### src/rtl/qoa_pkg.sv
// Shared constants and types for the QOA decoder and its SPI front end.
package qoa_pkg;

    localparam int unsigned QOA_SAMPLE_W = 16;
    localparam int unsigned QOA_BYTE_W   = 8;

    // Command-byte field positions
    localparam int unsigned CMD_SAMPLE_BIT = 0;
    localparam int unsigned HW_SEL_BIT     = 1;
    localparam int unsigned HW_IDX_LSB     = 2;
    localparam int unsigned HW_IDX_MSB     = 3;
    localparam int unsigned R_IDX_LSB      = 1;
    localparam int unsigned R_IDX_MSB      = 3;
    localparam int unsigned SF_IDX_LSB     = 4;
    localparam int unsigned SF_IDX_MSB     = 7;

    // Front-end transaction state, mirrors the synchronised chip select
    typedef enum logic {
        ST_IDLE   = 1'b0,
        ST_ACTIVE = 1'b1
    } fe_state_e;

endpackage

### src/rtl/qoa_spi_frontend_if.sv
// SPI pins plus decoder-facing byte/sample signals of the front end.
interface qoa_spi_frontend_if
    import qoa_pkg::*;
#(
    parameter int unsigned SAMPLE_W = QOA_SAMPLE_W
);
    logic                  spi_sck;
    logic                  spi_cs_n;
    logic                  spi_mosi;
    logic                  spi_miso;
    logic [SAMPLE_W-1:0]   sample;
    logic [QOA_BYTE_W-1:0] spi_in;
    logic                  data_rdy;

    modport slave (
        input  spi_sck, spi_cs_n, spi_mosi, sample,
        output spi_miso, spi_in, data_rdy
    );

    modport master (
        output spi_sck, spi_cs_n, spi_mosi, sample,
        input  spi_miso, spi_in, data_rdy
    );
endinterface

### src/rtl/qoa_sync.sv
// Multi-flop single-bit synchroniser with a configurable reset value.
module qoa_sync #(
    parameter int unsigned SYNC_STAGES = 2,
    parameter logic        RST_VAL     = 1'b0
) (
    input  logic clk,
    input  logic rst_n,
    input  logic d,
    output logic q
);
    logic [SYNC_STAGES-1:0] sync_d;
    logic [SYNC_STAGES-1:0] sync_q;

    // Shift the raw pin into the chain
    always_comb begin
        sync_d = {sync_q[SYNC_STAGES-2:0], d};
    end

    // Synchroniser flops
    always_ff @(posedge clk or negedge rst_n) begin
        if (!rst_n) sync_q <= {SYNC_STAGES{RST_VAL}};
        else        sync_q <= sync_d;
    end

    assign q = sync_q[SYNC_STAGES-1];
endmodule

### src/rtl/qoa_spi_frontend.sv
// SPI mode-0 slave front end: assembles MOSI bytes for the decoder and
// returns the decoder's current sample on MISO each transaction.
module qoa_spi_frontend
    import qoa_pkg::*;
#(
    parameter int unsigned SYNC_STAGES = 2,
    parameter int unsigned SAMPLE_W    = QOA_SAMPLE_W
) (
    input  logic               sys_clk,
    input  logic               sys_rst_n,
    qoa_spi_frontend_if.slave  bus
);
    localparam int unsigned BIT_CNT_W = $clog2(QOA_BYTE_W);
    localparam int unsigned TX_CNT_W  = $clog2(SAMPLE_W + 1);

    logic sck_s, cs_s, mosi_s;
    logic sck_p_q, cs_p_q;
    logic sck_rise, sck_fall, cs_start, cs_end, cs_end_v;

    fe_state_e              state_d,    state_q;
    logic [BIT_CNT_W-1:0]   bit_cnt_d,  bit_cnt_q;
    logic [QOA_BYTE_W-1:0]  rx_shift_d, rx_shift_q;
    logic [QOA_BYTE_W-1:0]  spi_in_d,   spi_in_q;
    logic                   data_rdy_d, data_rdy_q;
    logic [SAMPLE_W-1:0]    tx_shift_d, tx_shift_q;
    logic [TX_CNT_W-1:0]    tx_cnt_d,   tx_cnt_q;
    logic                   miso_d,     miso_q;

    qoa_sync #(.SYNC_STAGES(SYNC_STAGES), .RST_VAL(1'b0)) u_sync_sck (
        .clk(sys_clk), .rst_n(sys_rst_n), .d(bus.spi_sck), .q(sck_s)
    );
    qoa_sync #(.SYNC_STAGES(SYNC_STAGES), .RST_VAL(1'b1)) u_sync_cs (
        .clk(sys_clk), .rst_n(sys_rst_n), .d(bus.spi_cs_n), .q(cs_s)
    );
    qoa_sync #(.SYNC_STAGES(SYNC_STAGES), .RST_VAL(1'b0)) u_sync_mosi (
        .clk(sys_clk), .rst_n(sys_rst_n), .d(bus.spi_mosi), .q(mosi_s)
    );

    // Edge history for sck and cs_n
    always_ff @(posedge sys_clk or negedge sys_rst_n) begin
        if (!sys_rst_n) begin
            sck_p_q <= 1'b0;
            cs_p_q  <= 1'b1;
        end else begin
            sck_p_q <= sck_s;
            cs_p_q  <= cs_s;
        end
    end

    // SCK edges only count inside a selected frame; a rise on the cs_end cycle is dropped
    assign sck_rise = sck_s & ~sck_p_q & ~cs_s;
    assign sck_fall = ~sck_s & sck_p_q & ~cs_s;
    assign cs_start = ~cs_s & cs_p_q;
    assign cs_end   = cs_s & ~cs_p_q;
    assign cs_end_v = cs_end & (state_q == ST_ACTIVE);

    // Next-state: frame tracking, receive shifter, transmit shifter
    always_comb begin
        state_d    = state_q;
        bit_cnt_d  = bit_cnt_q;
        rx_shift_d = rx_shift_q;
        spi_in_d   = spi_in_q;
        data_rdy_d = 1'b0;
        tx_shift_d = tx_shift_q;
        tx_cnt_d   = tx_cnt_q;
        miso_d     = 1'b0;

        if (cs_start) begin
            state_d    = ST_ACTIVE;
            bit_cnt_d  = '0;
            tx_shift_d = bus.sample;
            tx_cnt_d   = '0;
        end else if (cs_end_v) begin
            state_d   = ST_IDLE;
            bit_cnt_d = '0;
        end

        // bit_cnt_d already reflects a same-cycle cs_start clear
        if (sck_rise) begin
            rx_shift_d = {rx_shift_q[QOA_BYTE_W-2:0], mosi_s};
            if (bit_cnt_d == BIT_CNT_W'(QOA_BYTE_W - 1)) begin
                spi_in_d   = rx_shift_d;
                data_rdy_d = 1'b1;
            end
            bit_cnt_d = bit_cnt_d + BIT_CNT_W'(1);
        end

        // A freshly captured sample is never shifted in its capture cycle
        if (sck_fall && !cs_start) begin
            tx_shift_d = {tx_shift_q[SAMPLE_W-2:0], 1'b0};
            if (tx_cnt_q != TX_CNT_W'(SAMPLE_W)) begin
                tx_cnt_d = tx_cnt_q + TX_CNT_W'(1);
            end
        end

        if (!cs_s) begin
            miso_d = tx_shift_d[SAMPLE_W-1];
        end
    end

    // State and output registers
    always_ff @(posedge sys_clk or negedge sys_rst_n) begin
        if (!sys_rst_n) begin
            state_q    <= ST_IDLE;
            bit_cnt_q  <= '0;
            rx_shift_q <= '0;
            spi_in_q   <= '0;
            data_rdy_q <= 1'b0;
            tx_shift_q <= '0;
            tx_cnt_q   <= '0;
            miso_q     <= 1'b0;
        end else begin
            state_q    <= state_d;
            bit_cnt_q  <= bit_cnt_d;
            rx_shift_q <= rx_shift_d;
            spi_in_q   <= spi_in_d;
            data_rdy_q <= data_rdy_d;
            tx_shift_q <= tx_shift_d;
            tx_cnt_q   <= tx_cnt_d;
            miso_q     <= miso_d;
        end
    end

    assign bus.spi_in   = spi_in_q;
    assign bus.data_rdy = data_rdy_q;
    assign bus.spi_miso = miso_q;
endmodule

### src/flat_wrapper.sv
// flat-port wrapper written by rule: the top's interface ports become plain ports
module qoa_spi_frontend_flat import qoa_pkg::*;
#(
    parameter int unsigned SYNC_STAGES = 2,
    parameter int unsigned SAMPLE_W    = QOA_SAMPLE_W
)
  (sys_clk, sys_rst_n, bus_spi_sck, bus_spi_cs_n, bus_spi_mosi, bus_sample, bus_spi_miso, bus_spi_in, bus_data_rdy);
  qoa_spi_frontend_if #(.SAMPLE_W(SAMPLE_W)) bus_i ();
  input  logic sys_clk;
  input  logic sys_rst_n;
  input wire logic [$bits(bus_i.spi_sck)-1:0] bus_spi_sck;
  input wire logic [$bits(bus_i.spi_cs_n)-1:0] bus_spi_cs_n;
  input wire logic [$bits(bus_i.spi_mosi)-1:0] bus_spi_mosi;
  input wire logic [$bits(bus_i.sample)-1:0] bus_sample;
  output wire logic [$bits(bus_i.spi_miso)-1:0] bus_spi_miso;
  output wire logic [$bits(bus_i.spi_in)-1:0] bus_spi_in;
  output wire logic [$bits(bus_i.data_rdy)-1:0] bus_data_rdy;
  assign bus_i.spi_sck = bus_spi_sck;
  assign bus_i.spi_cs_n = bus_spi_cs_n;
  assign bus_i.spi_mosi = bus_spi_mosi;
  assign bus_i.sample = bus_sample;
  assign bus_spi_miso = bus_i.spi_miso;
  assign bus_spi_in = bus_i.spi_in;
  assign bus_data_rdy = bus_i.data_rdy;
  qoa_spi_frontend #(.SYNC_STAGES(SYNC_STAGES), .SAMPLE_W(SAMPLE_W)) u_core (.sys_clk(sys_clk), .sys_rst_n(sys_rst_n), .bus(bus_i));
endmodule
### config.mk
export PLATFORM = sky130hd
export DESIGN_NAME = qoa_spi_frontend_flat
export DESIGN_NICKNAME = d
export VERILOG_FILES = /design/src/rtl/qoa_pkg.sv /design/src/rtl/qoa_spi_frontend_if.sv /design/src/rtl/qoa_sync.sv /design/src/rtl/qoa_spi_frontend.sv /design/src/flat_wrapper.sv
export SDC_FILE = /design/constraint.sdc
export NUM_CORES = 1
export LEC_CHECK = 0
export CORE_ASPECT_RATIO = 0.9
export CORE_UTILIZATION = 30
export DETAILED_ROUTE_END_ITERATION = 10
export GPL_TIMING_DRIVEN = 0
export PLACE_DENSITY_LB_ADDON = 0.15
export SLEW_MARGIN = 10
export SYNTH_ARGS = -nofsm -noshare
export SYNTH_HDL_FRONTEND = slang
export SYNTH_SLANG_ARGS = --single-unit
### constraint.sdc
create_clock -name sys_clk -period 5.7 [get_ports sys_clk]
set_input_delay 1.71 -clock sys_clk [delete_from_list [all_inputs] [get_ports sys_clk]]
set_output_delay 1.71 -clock sys_clk [all_outputs]
set_load 0.02 [all_outputs]
======== Word level (Yosys, flattened, before mapping) ========
Cells that the tools add are included.
operators by class
  add/subtract/negate cells ............... 1
  equal/unequal tests ..................... 1
  multiplexer cells ....................... 10
  bitwise operators ....................... 11
  reduce and logical (&&, ||, !) cells .... 5
operator list
  operator                                                        count
  16-bit two-way mux                                              2
  3-bit two-way mux                                               3
  1-bit bitwise AND                                               7
  1-bit two-way mux                                               5
  1-bit inverter                                                  4
  2-bit nonzero test                                              2
  3-bit by 1-bit adder with 3-bit output (second input constant)  1
  3-bit equality test (second input constant)                     1
  2-bit AND reduction                                             1
  1-bit logical AND                                               1
  1-bit logical NOT                                               1
word-level totals
  flip-flop bits (word level) ............. 45
  input bits .............................. 21
  logic and storage cells ................. 41

======== Logic depth before layout (Yosys ltp) ========
Gate-level depths: netlist of the first run.
  depth in word-level cells ............... 8
  mapped depth ............................ 8
  gate-level depth less buffers ........... 6

======== By module ========
A second synthesis of the first run with hierarchy kept.
second synthesis, totals
  cells, all modules ...................... 137
  area total of the unflattened synthesis .. 1819.2 sq um
by module, submodules not included
  module                             times used  cells each  area each (sq um)  seq. area each (sq um)
  qoa_spi_frontend                   1           131         1666.6             977.2
  qoa_sync (u_core.u_sync_mosi ...)  2           2           50.0               50.0
  qoa_sync (u_core.u_sync_cs)        1           2           52.6               52.6

======== Worst setup path after synthesis of the first run ========
No wires, ideal clock.
  path type ............................... in2reg
  start point ............................. input bus_sample[15]
  end point ............................... register u_core.tx_shift_q[15]
  data arrival time ....................... 2.066 ns
  slack ................................... 3.513 ns
  stages on the path ...................... 3
  path through ............................ nor2b_1 -> a31oi_1 -> o22a_1
between the ends
  word-level cells in the longest chain between the ends .. 2
ends and longest elaborated chain
  item                       line                     text
  start: declaration         flat_wrapper.sv:14       input wire logic [$bits(bus_i.sample)-1:0] bus_sample;
  16-bit two-way mux         qoa_spi_frontend.sv:68   if (cs_start) begin
  16-bit two-way mux         qoa_spi_frontend.sv:89   if (sck_fall && !cs_start) begin
  via u_core.tx_shift_d[15]  qoa_spi_frontend.sv:25   logic [SAMPLE_W-1:0] tx_shift_d, tx_shift_q;
  end signal: assignment     qoa_spi_frontend.sv:118  tx_shift_q <= tx_shift_d;
  end: declaration           qoa_spi_frontend.sv:25
The timed path passes the listed nets, and every way through them passes these cells. The select of a mux whose other input is x is not followed.
A chain may end at the register's enable or synchronous reset.

======== Worst setup path in the final report of the first run ========
  start point ............................. register u_core.spi_in_q[3], in the netlist u_core.bus.spi_in[3]
  end point ............................... output bus_spi_in[3]
RTL lines
  item                      line                     text
  start: declaration        qoa_spi_frontend.sv:23   logic [QOA_BYTE_W-1:0] spi_in_d, spi_in_q;
  start signal: assignment  qoa_spi_frontend.sv:116  spi_in_q <= spi_in_d;
  end: declaration          flat_wrapper.sv:16       output wire logic [$bits(bus_i.spi_in)-1:0] bus_spi_in;
No word-level cell between the ends.

==> results of run 1 <==
## area by class of cell
cell class / count / area share
sequential: 45 / 0.4547
tap: 87 / 0.04381
buffer: 7 / 0.03072
inverter: 16 / 0.02417
multi-input combinational: 68 / 0.2729
clock inverter: 1 / 0.01208
timing repair buffer: 31 / 0.1269
clock buffer: 7 / 0.03474
## kinds of logic (layout without fill, tap and decap cells)
group / Yosys count / count (layout) / synth area share
muxes: 18 / 18 / 0.1191
AOI/OAI and AO/OA: 34 / 34 / 0.1589
xor gates and xnor gates: 1 / 1 / 0.004505
adders and majority gates: 2 / 2 / 0.01287
and+or+nand+nor: 13 / 13 / 0.05341
DFF: 45 / 45 / 0.5811
buffers and inverters: 23 / 62 / 0.07014
## final timing paths
kind	startpoint	end	slack [ns]
hold / removal	u_core.u_sync_mosi.sync_q[0]	u_core.u_sync_mosi.sync_q[1]	0.36
setup / recovery	u_core.bus.spi_in[3]	bus_spi_in[3]	2.71
setup reg to reg	u_core.u_sync_cs.sync_q[1]	u_core.bus.spi_in[0]	3.61
hold reg to reg	u_core.u_sync_mosi.sync_q[0]	u_core.u_sync_mosi.sync_q[1]	0.36
max in group asynchronous	sys_rst_n	u_core.u_sync_cs.sync_q[0]	3.86
min in group asynchronous	sys_rst_n	u_core.tx_shift_q[14]	1.30
## metal layers
| metal | track usage | vias up | wire length (µm) |
|---|---|---|---|
| met5 | 0 | - | 0 |
| met4 | 0.04333 | 0 | 48 |
| met1 | 0.1555 | 581 | 1731 |
| met3 | 0.04311 | 5 | 121 |
| met2 | 0.1693 | 15 | 1603 |
| li1 | - | 544 | - |
## cell usage in the layout, fill, tap and decap left out, types with 2 or more instances in the layout
cell             instances
o21ai_0                  4
nor2b_1                  3
dfrtp_1                 42
ha_1                     2
buf_12                   2
mux2_4                   8
o21ai_2                 10
a22oi_1                  4
mux2_2                   9
dfstp_2                  3
and3_1                   3
inv_1                   16
buf_4                    3
clkdlybuf4s50_1         29
clkbuf_8                 6
buf_6                    3
a22oi_2                 10
## stage by stage
step | hold WS (ns) | setup slack, ns | total power, mW | utilization
3_5_place_dp | 0.3379 | 3.029 | 0.4937 | 0.3831
2_1_floorplan | 0.3312 | 3.513 | 0.4515 | -
5_1_grt | 0.3607 | 2.638 | 0.7728 | 0.4019
3_3_place_gp | 0.3321 | 1.739 | 0.4857 | 0.3807
6_report | 0.3552 | 2.708 | 0.7342 | 0.4019
4_1_cts | 0.3586 | 2.689 | 0.7448 | 0.4019
## power by group through the flow
stage | Sequential, mW | Clock [mW] | Combinational (mW)
final | 0.391 | 0.248 | 0.0945
after global routing | 0.397 | 0.271 | 0.105
after CTS | 0.392 | 0.257 | 0.0964
after detailed placement | 0.398 | 0 | 0.0957
after global placement | 0.396 | 0 | 0.0902
after floorplan | 0.390 | 0 | 0.0620
## registers in the layout, indices dropped and copies added, names as in the netlist
register and cells:
u_core.bus.spi_in 8, u_core.state_q 1, u_core.bit_cnt_q 3, u_core.cs_p_q 1, u_core.bus.data_rdy 1, u_core.tx_shift_q 16
u_core.u_sync_mosi.sync_q 2, u_core.rx_shift_q 7, u_core.bus.spi_miso 1, u_core.u_sync_cs.sync_q 2, u_core.sck_p_q 1, u_core.u_sync_sck.sync_q 2
==> metrics.txt, run 1 <==
gate count of the mapped netlist=136; Least-Margin Pin Slew=0.3701 ns; Post-Syn Area=approximately 1900 µm²; drt drc=0; Slew Limit Fails=0; WP data required=3.99 ns; Routability Congestion=0.7117; initial antenna violation count=0; count leader, synth=dfrtp_1; Max VDD drop=0.09771 mV; Buffers on Ports=30; Finished Layout Cells=262; worst hold path type=register to register; post-route ant nets=0; Levels on crit path=1; NumNets Final=197; Post-synth ARST share=1.000; CP endpoint kind=output pin; internal power=0.5596 mW; final WL=3504 µm; Vias=1145; status=complete, no violations; switching share of power=0.2378; cells on worst reg2reg path=8; die height=78.38 µm; synth warn=0; CP Buf/Inv Count=1; Die ar.=approximately 6800 µm²; Main synth FF type=dfrtp_1; top post-synthesis cells by area=dfrtp_1, a22oi_2, mux2_4; Total GRT Usage=0.1159; switching power=0.1746 mW; PwrDens=295.4 nW/µm²; area grow syn2layout=27.80%; hold-critical path depth=0; area taken by multi-input logic gates=678.2 µm²; Setup crit start kind=register; clk buf depth=2; fin crit period=roughly 3 ns; Remaining Overflow, GRT=0; CTS clock-pin slew for the worst setup and hold paths=approximately 0.08 ns; Yosys reg bits=45; CP max-delay cell=clkdlybuf4s50_1; RSZ-0062 raised after global routing=no; number of flops mapped to enable cells by yosys=0; cells along the critical path=clkdlybuf4s50_1; number of global-route vias before repair=1201; Clock Latency Late Sink=approximately 0.30 ns; dpl cell area=between 2000 and 2500 µm²; sequential share of power=0.533; TritonCTS clock tree=built; highest clock rate=334.2 MHz; clk root buf=clkbuf_8; share of post-route cells with drive strength above 1=0.3486; max-cap viol count=0; Synth top area share=0.5405; cell taking the most area after synthesis=dfrtp_1; Setup CP Type=register to output pin; hold_buf cts=0; Filler cells=a little under 600; ant diodes=0; Die Width=slightly below 90 µm; drt pass-1 iters=4; FF+latch area=between 1000 and 1500 µm²; Initial Util=0.3145; I/O pins=31; Setup TNS=0 ns; first-pass GRT wire length=5913 µm; Netlist cell types=30; sequential share of the synthesized area=0.5811; setup bufs post-CTS=0; Final Hold Vio Count=0; crit-path leading delay family=buffers and inverters; Avg Inst Size Synth=roughly 14 µm²; Layout Skew=between 0.008 and 0.009 ns; final HPWL from detailed placement=2438 µm; worst-path maximum fanout=2; CTS buffer count=5; final instance area=~2500 µm²; Core Region=6182 µm²; clock sink count=45; Lkg Pwr=roughly 1.1 nW; Setup Viol. Count Final=0; Post-CTS Resized=0; wire per inst=between 10 and 15 µm; Clock Power Share=0.338; slew margin rel.=0.7522; H-tree depth=2; Initial DRC Count=roughly 70; Synth top cells by count=dfrtp_1, inv_1, a22oi_2, o21ai_2, mux2_2; placed insts=254; largest net degree at the start of global routing=34; max incr delay on CP=0.61 ns; vias per inst=4.370; Critical Path AT=between 1 and 1.5 ns; syn_nets=159; Cell Rows=27; Logic pwr share=0.129; period utilization=0.5249
Power figures use the tool's default switching activity.
==> run 2: changes to the inputs <==
==> constraint.sdc (replaced) <==
create_clock -name sys_clk -period 2.5 [get_ports sys_clk]
set_input_delay 0.75 -clock sys_clk [delete_from_list [all_inputs] [get_ports sys_clk]]
set_output_delay 0.75 -clock sys_clk [all_outputs]
set_load 0.02 [all_outputs]
==> results of run 2 <==
The final DEF is identical to that of run 1. Status: complete, no violations.
Main changes from that run: setup slack after placement 3.029 ns -> 0.4149 ns; setup slack after layout 2.708 ns -> 0.4147 ns; hold slack 0.3552 ns -> 0.3392 ns; start point of the critical path u_core.bus.spi_in[3] -> u_core.u_sync_cs.sync_q[1]; end point of the critical path bus_spi_in[3] -> u_core.bus.spi_in[0]; register-to-register setup slack 3.61 ns -> 0.41 ns; total power 0.7342 mW -> 1.674 mW; worst IR drop on VDD 0.09771 mV -> 0.2228 mV
==> run 3: changes to the inputs <==
==> constraint.sdc (replaced) <==
create_clock -name sys_clk -period 1.79 [get_ports sys_clk]
set_input_delay 0.537 -clock sys_clk [delete_from_list [all_inputs] [get_ports sys_clk]]
set_output_delay 0.537 -clock sys_clk [all_outputs]
set_load 0.02 [all_outputs]
==> run 3 against run 2 <==
The flow now finishes with violations (setup timing); clock-buffer cell count fell by 1; sequential cell count did not move; final area rose by 2.7%; utilization rose by 1.1 points; routed wire length fell by 3.1%; combinational power rose by 48%; register-to-register slack got worse by 0.46 ns; sequential share of layout area fell by 1.2 points; die area did not move; worst hold slack got worse by 0.19 ns; first-iteration DRC count fell by 32%; critical path type unchanged; critical endpoint is now u_core.bus.spi_in[2]; largest cell class unchanged.
==> metrics.txt, run 3 (same netlist as run 1, synthesis figures left out) <==
share of post-route cells with drive strength above 1=0.4000; final setup margin=-0.04476 ns; Critical Path AT=about 2.0 ns; Setup TNS=-0.2229 ns; dpl cell area=around 2400 µm²; area grow syn2layout=31.27%; max FFs per register=16; vias per inst=4.326; Buffers on Ports=30; Die Width=slightly below 90 µm; Setup Viol. Count Final=8; final HPWL from detailed placement=roughly 2300 µm; worst-path maximum fanout=5; Tot Pwr=2.369 mW; I/O pins=31; placed insts=254; most frequent cells in the layout=dfrtp_1, clkdlybuf4s50_1, inv_1, a22oi_2, o21ai_2; final instance area=~2600 µm²; Layout Skew=a little under 0.008 ns; CTS buffer count=5; die height=78.38 µm; Lkg Pwr=1.174 nW; M3 GR Usage=0.03575; fin crit period=around 1.8 ns; sequential share of power=0.525; clk root buf=clkbuf_8; Core Region=approximately 6200 µm²; max-cap viol count=0; Max VDD drop=0.3703 mV; Initial DRC Count=48; wire per inst=between 10 and 15 µm; Least-Margin Pin Slew=0.3942 ns; highest clock rate=545.0 MHz; Top reg by flops=u_core.tx_shift_q; Remaining Overflow, GRT=0; CTS clock-pin slew for the worst setup and hold paths=around 0.08 ns; ant diodes=0; drt pass-1 iters=4; status=complete, but fails checks; internal power=around 1.8 mW; period utilization=1.025; grt peak-use layer=met2; met1 Use GR=0.1557; H-tree depth=2; M2 GR Usage=0.1654; Clock Latency Late Sink=0.30 ns; Cell Rows=27; first-pass GRT wire length=5865 µm; Vias=1155; hold_buf cts=0; WP data required=1.97 ns; worst hold path type=primary input to asynchronous set/reset pin; final WL=3394 µm; Routability Congestion=0.6785; clock sink count=45; Setup CP Type=register to register; switching power=0.5746 mW; failing checks=setup timing; number of global-route vias before repair=1231; max incr delay on CP=0.54 ns; NumNets Final=202; CP endpoint kind=register; Most Frequent Cell on Critical Path=ha_4; Die ar.=6808 µm²; TritonCTS clock tree=built; drt drc=0; most common cell after layout, fill and taps aside=dfrtp_1; Final Hold Vio Count=0; post-route ant nets=0; Logic pwr share=0.135; RSZ-0062 raised after global routing=yes; switching share of power=0.2426; PwrDens=928.1 nW/µm²; Initial Util=0.3145; cells along the critical path=buf_6 -> nand2b_4 -> and3_4 -> ha_4 -> ha_4 -> and2_4 -> mux2_4; R2R setup slack=-0.04 ns; Total GRT Usage=0.1134; CP max-delay cell=dfstp_2; largest net degree at the start of global routing=30; initial antenna violation count=0; clk buf depth=2; Clock Power Share=0.340; Finished Layout Cells=~270; slew margin rel.=0.7372; Setup crit start kind=register; Slew Limit Fails=0
==> run 3: per-layer routing <==
layer / wire (µm) / vias to the layer above
met1: 1753 / 582
met2: 1509 / 17
met3: 95 / 4
li1: - / 552
met5: 0 / -
met4: 36 / 0
==> run 3: power groups by stage <==
| stage | registers [mW] | logic (mW) | clock network, mW |
|---|---|---|---|
| after global routing | 1.26 | 0.351 | 0.873 |
| after floorplan | 1.24 | 0.207 | 0 |
| after global placement | 1.26 | 0.296 | 0 |
| final | 1.24 | 0.319 | 0.806 |
| after detailed placement | 1.27 | 0.314 | 0 |
| after CTS | 1.25 | 0.325 | 0.829 |
==> run 3: cell type report <==
| class | instances | area [µm²] |
|---|---|---|
| Fill cell | 570 | 3630 |
| Sequential cell | 45 | 1130 |
| Multi-Input combinational cell | 69 | 729.5 |
| Timing Repair Buffer | 36 | 347.8 |
| Tap cell | 87 | 108.9 |
| Clock buffer | 6 | 82.58 |
| Inverter | 16 | 60.06 |
| Buffer | 6 | 56.30 |
| Clock inverter | 2 | 37.54 |
==> run 3: critical path, delay by kind of cell, from the launching register on <==
kind / cells / cell delay (ns)
adder cells (fa/ha/maj): 2 / 0.26
AND/OR/NAND/NOR: 3 / 0.51
multiplexers: 1 / 0.31
buffers and inverters: 1 / 0.10
flip-flops: 1 / 0.54
==> run 3: repair_timing <==
item | in CTS | in global routing
cloned | 1 | 0
setup buffers | 4 | 1
pin swaps | 3 | 2
gates resized for setup | 9 | 2
setup endpoints to repair | 16 | 10
==> run 3: stage by stage <==
stage / setup WS, ns / util / hold WS, ns
finish: -0.04476 / 0.4129 / 0.1531
global route: -0.1101 / 0.4129 / 0.1616
CTS: -0.06989 / 0.4108 / 0.1565
detailed placement: -0.1848 / 0.3900 / 0.3362
global placement: -1.018 / 0.3876 / 0.3323
floorplan: -0.09324 / - / 0.2414
==> run 3: final timing paths <==
check / start / endpoint / cells past startpoint
max in group asynchronous: sys_rst_n / u_core.u_sync_cs.sync_q[0] / 2
worst min register to register: u_core.u_sync_mosi.sync_q[0] / u_core.u_sync_mosi.sync_q[1] / 0
worst min-delay path: sys_rst_n / u_core.bus.spi_in[3] / 1
worst max-delay path: u_core.u_sync_cs.sync_q[1] / u_core.bus.spi_in[2] / 7
worst max register to register: u_core.u_sync_cs.sync_q[1] / u_core.bus.spi_in[2] / 7
min in group sys_clk: u_core.u_sync_mosi.sync_q[0] / u_core.u_sync_mosi.sync_q[1] / 0
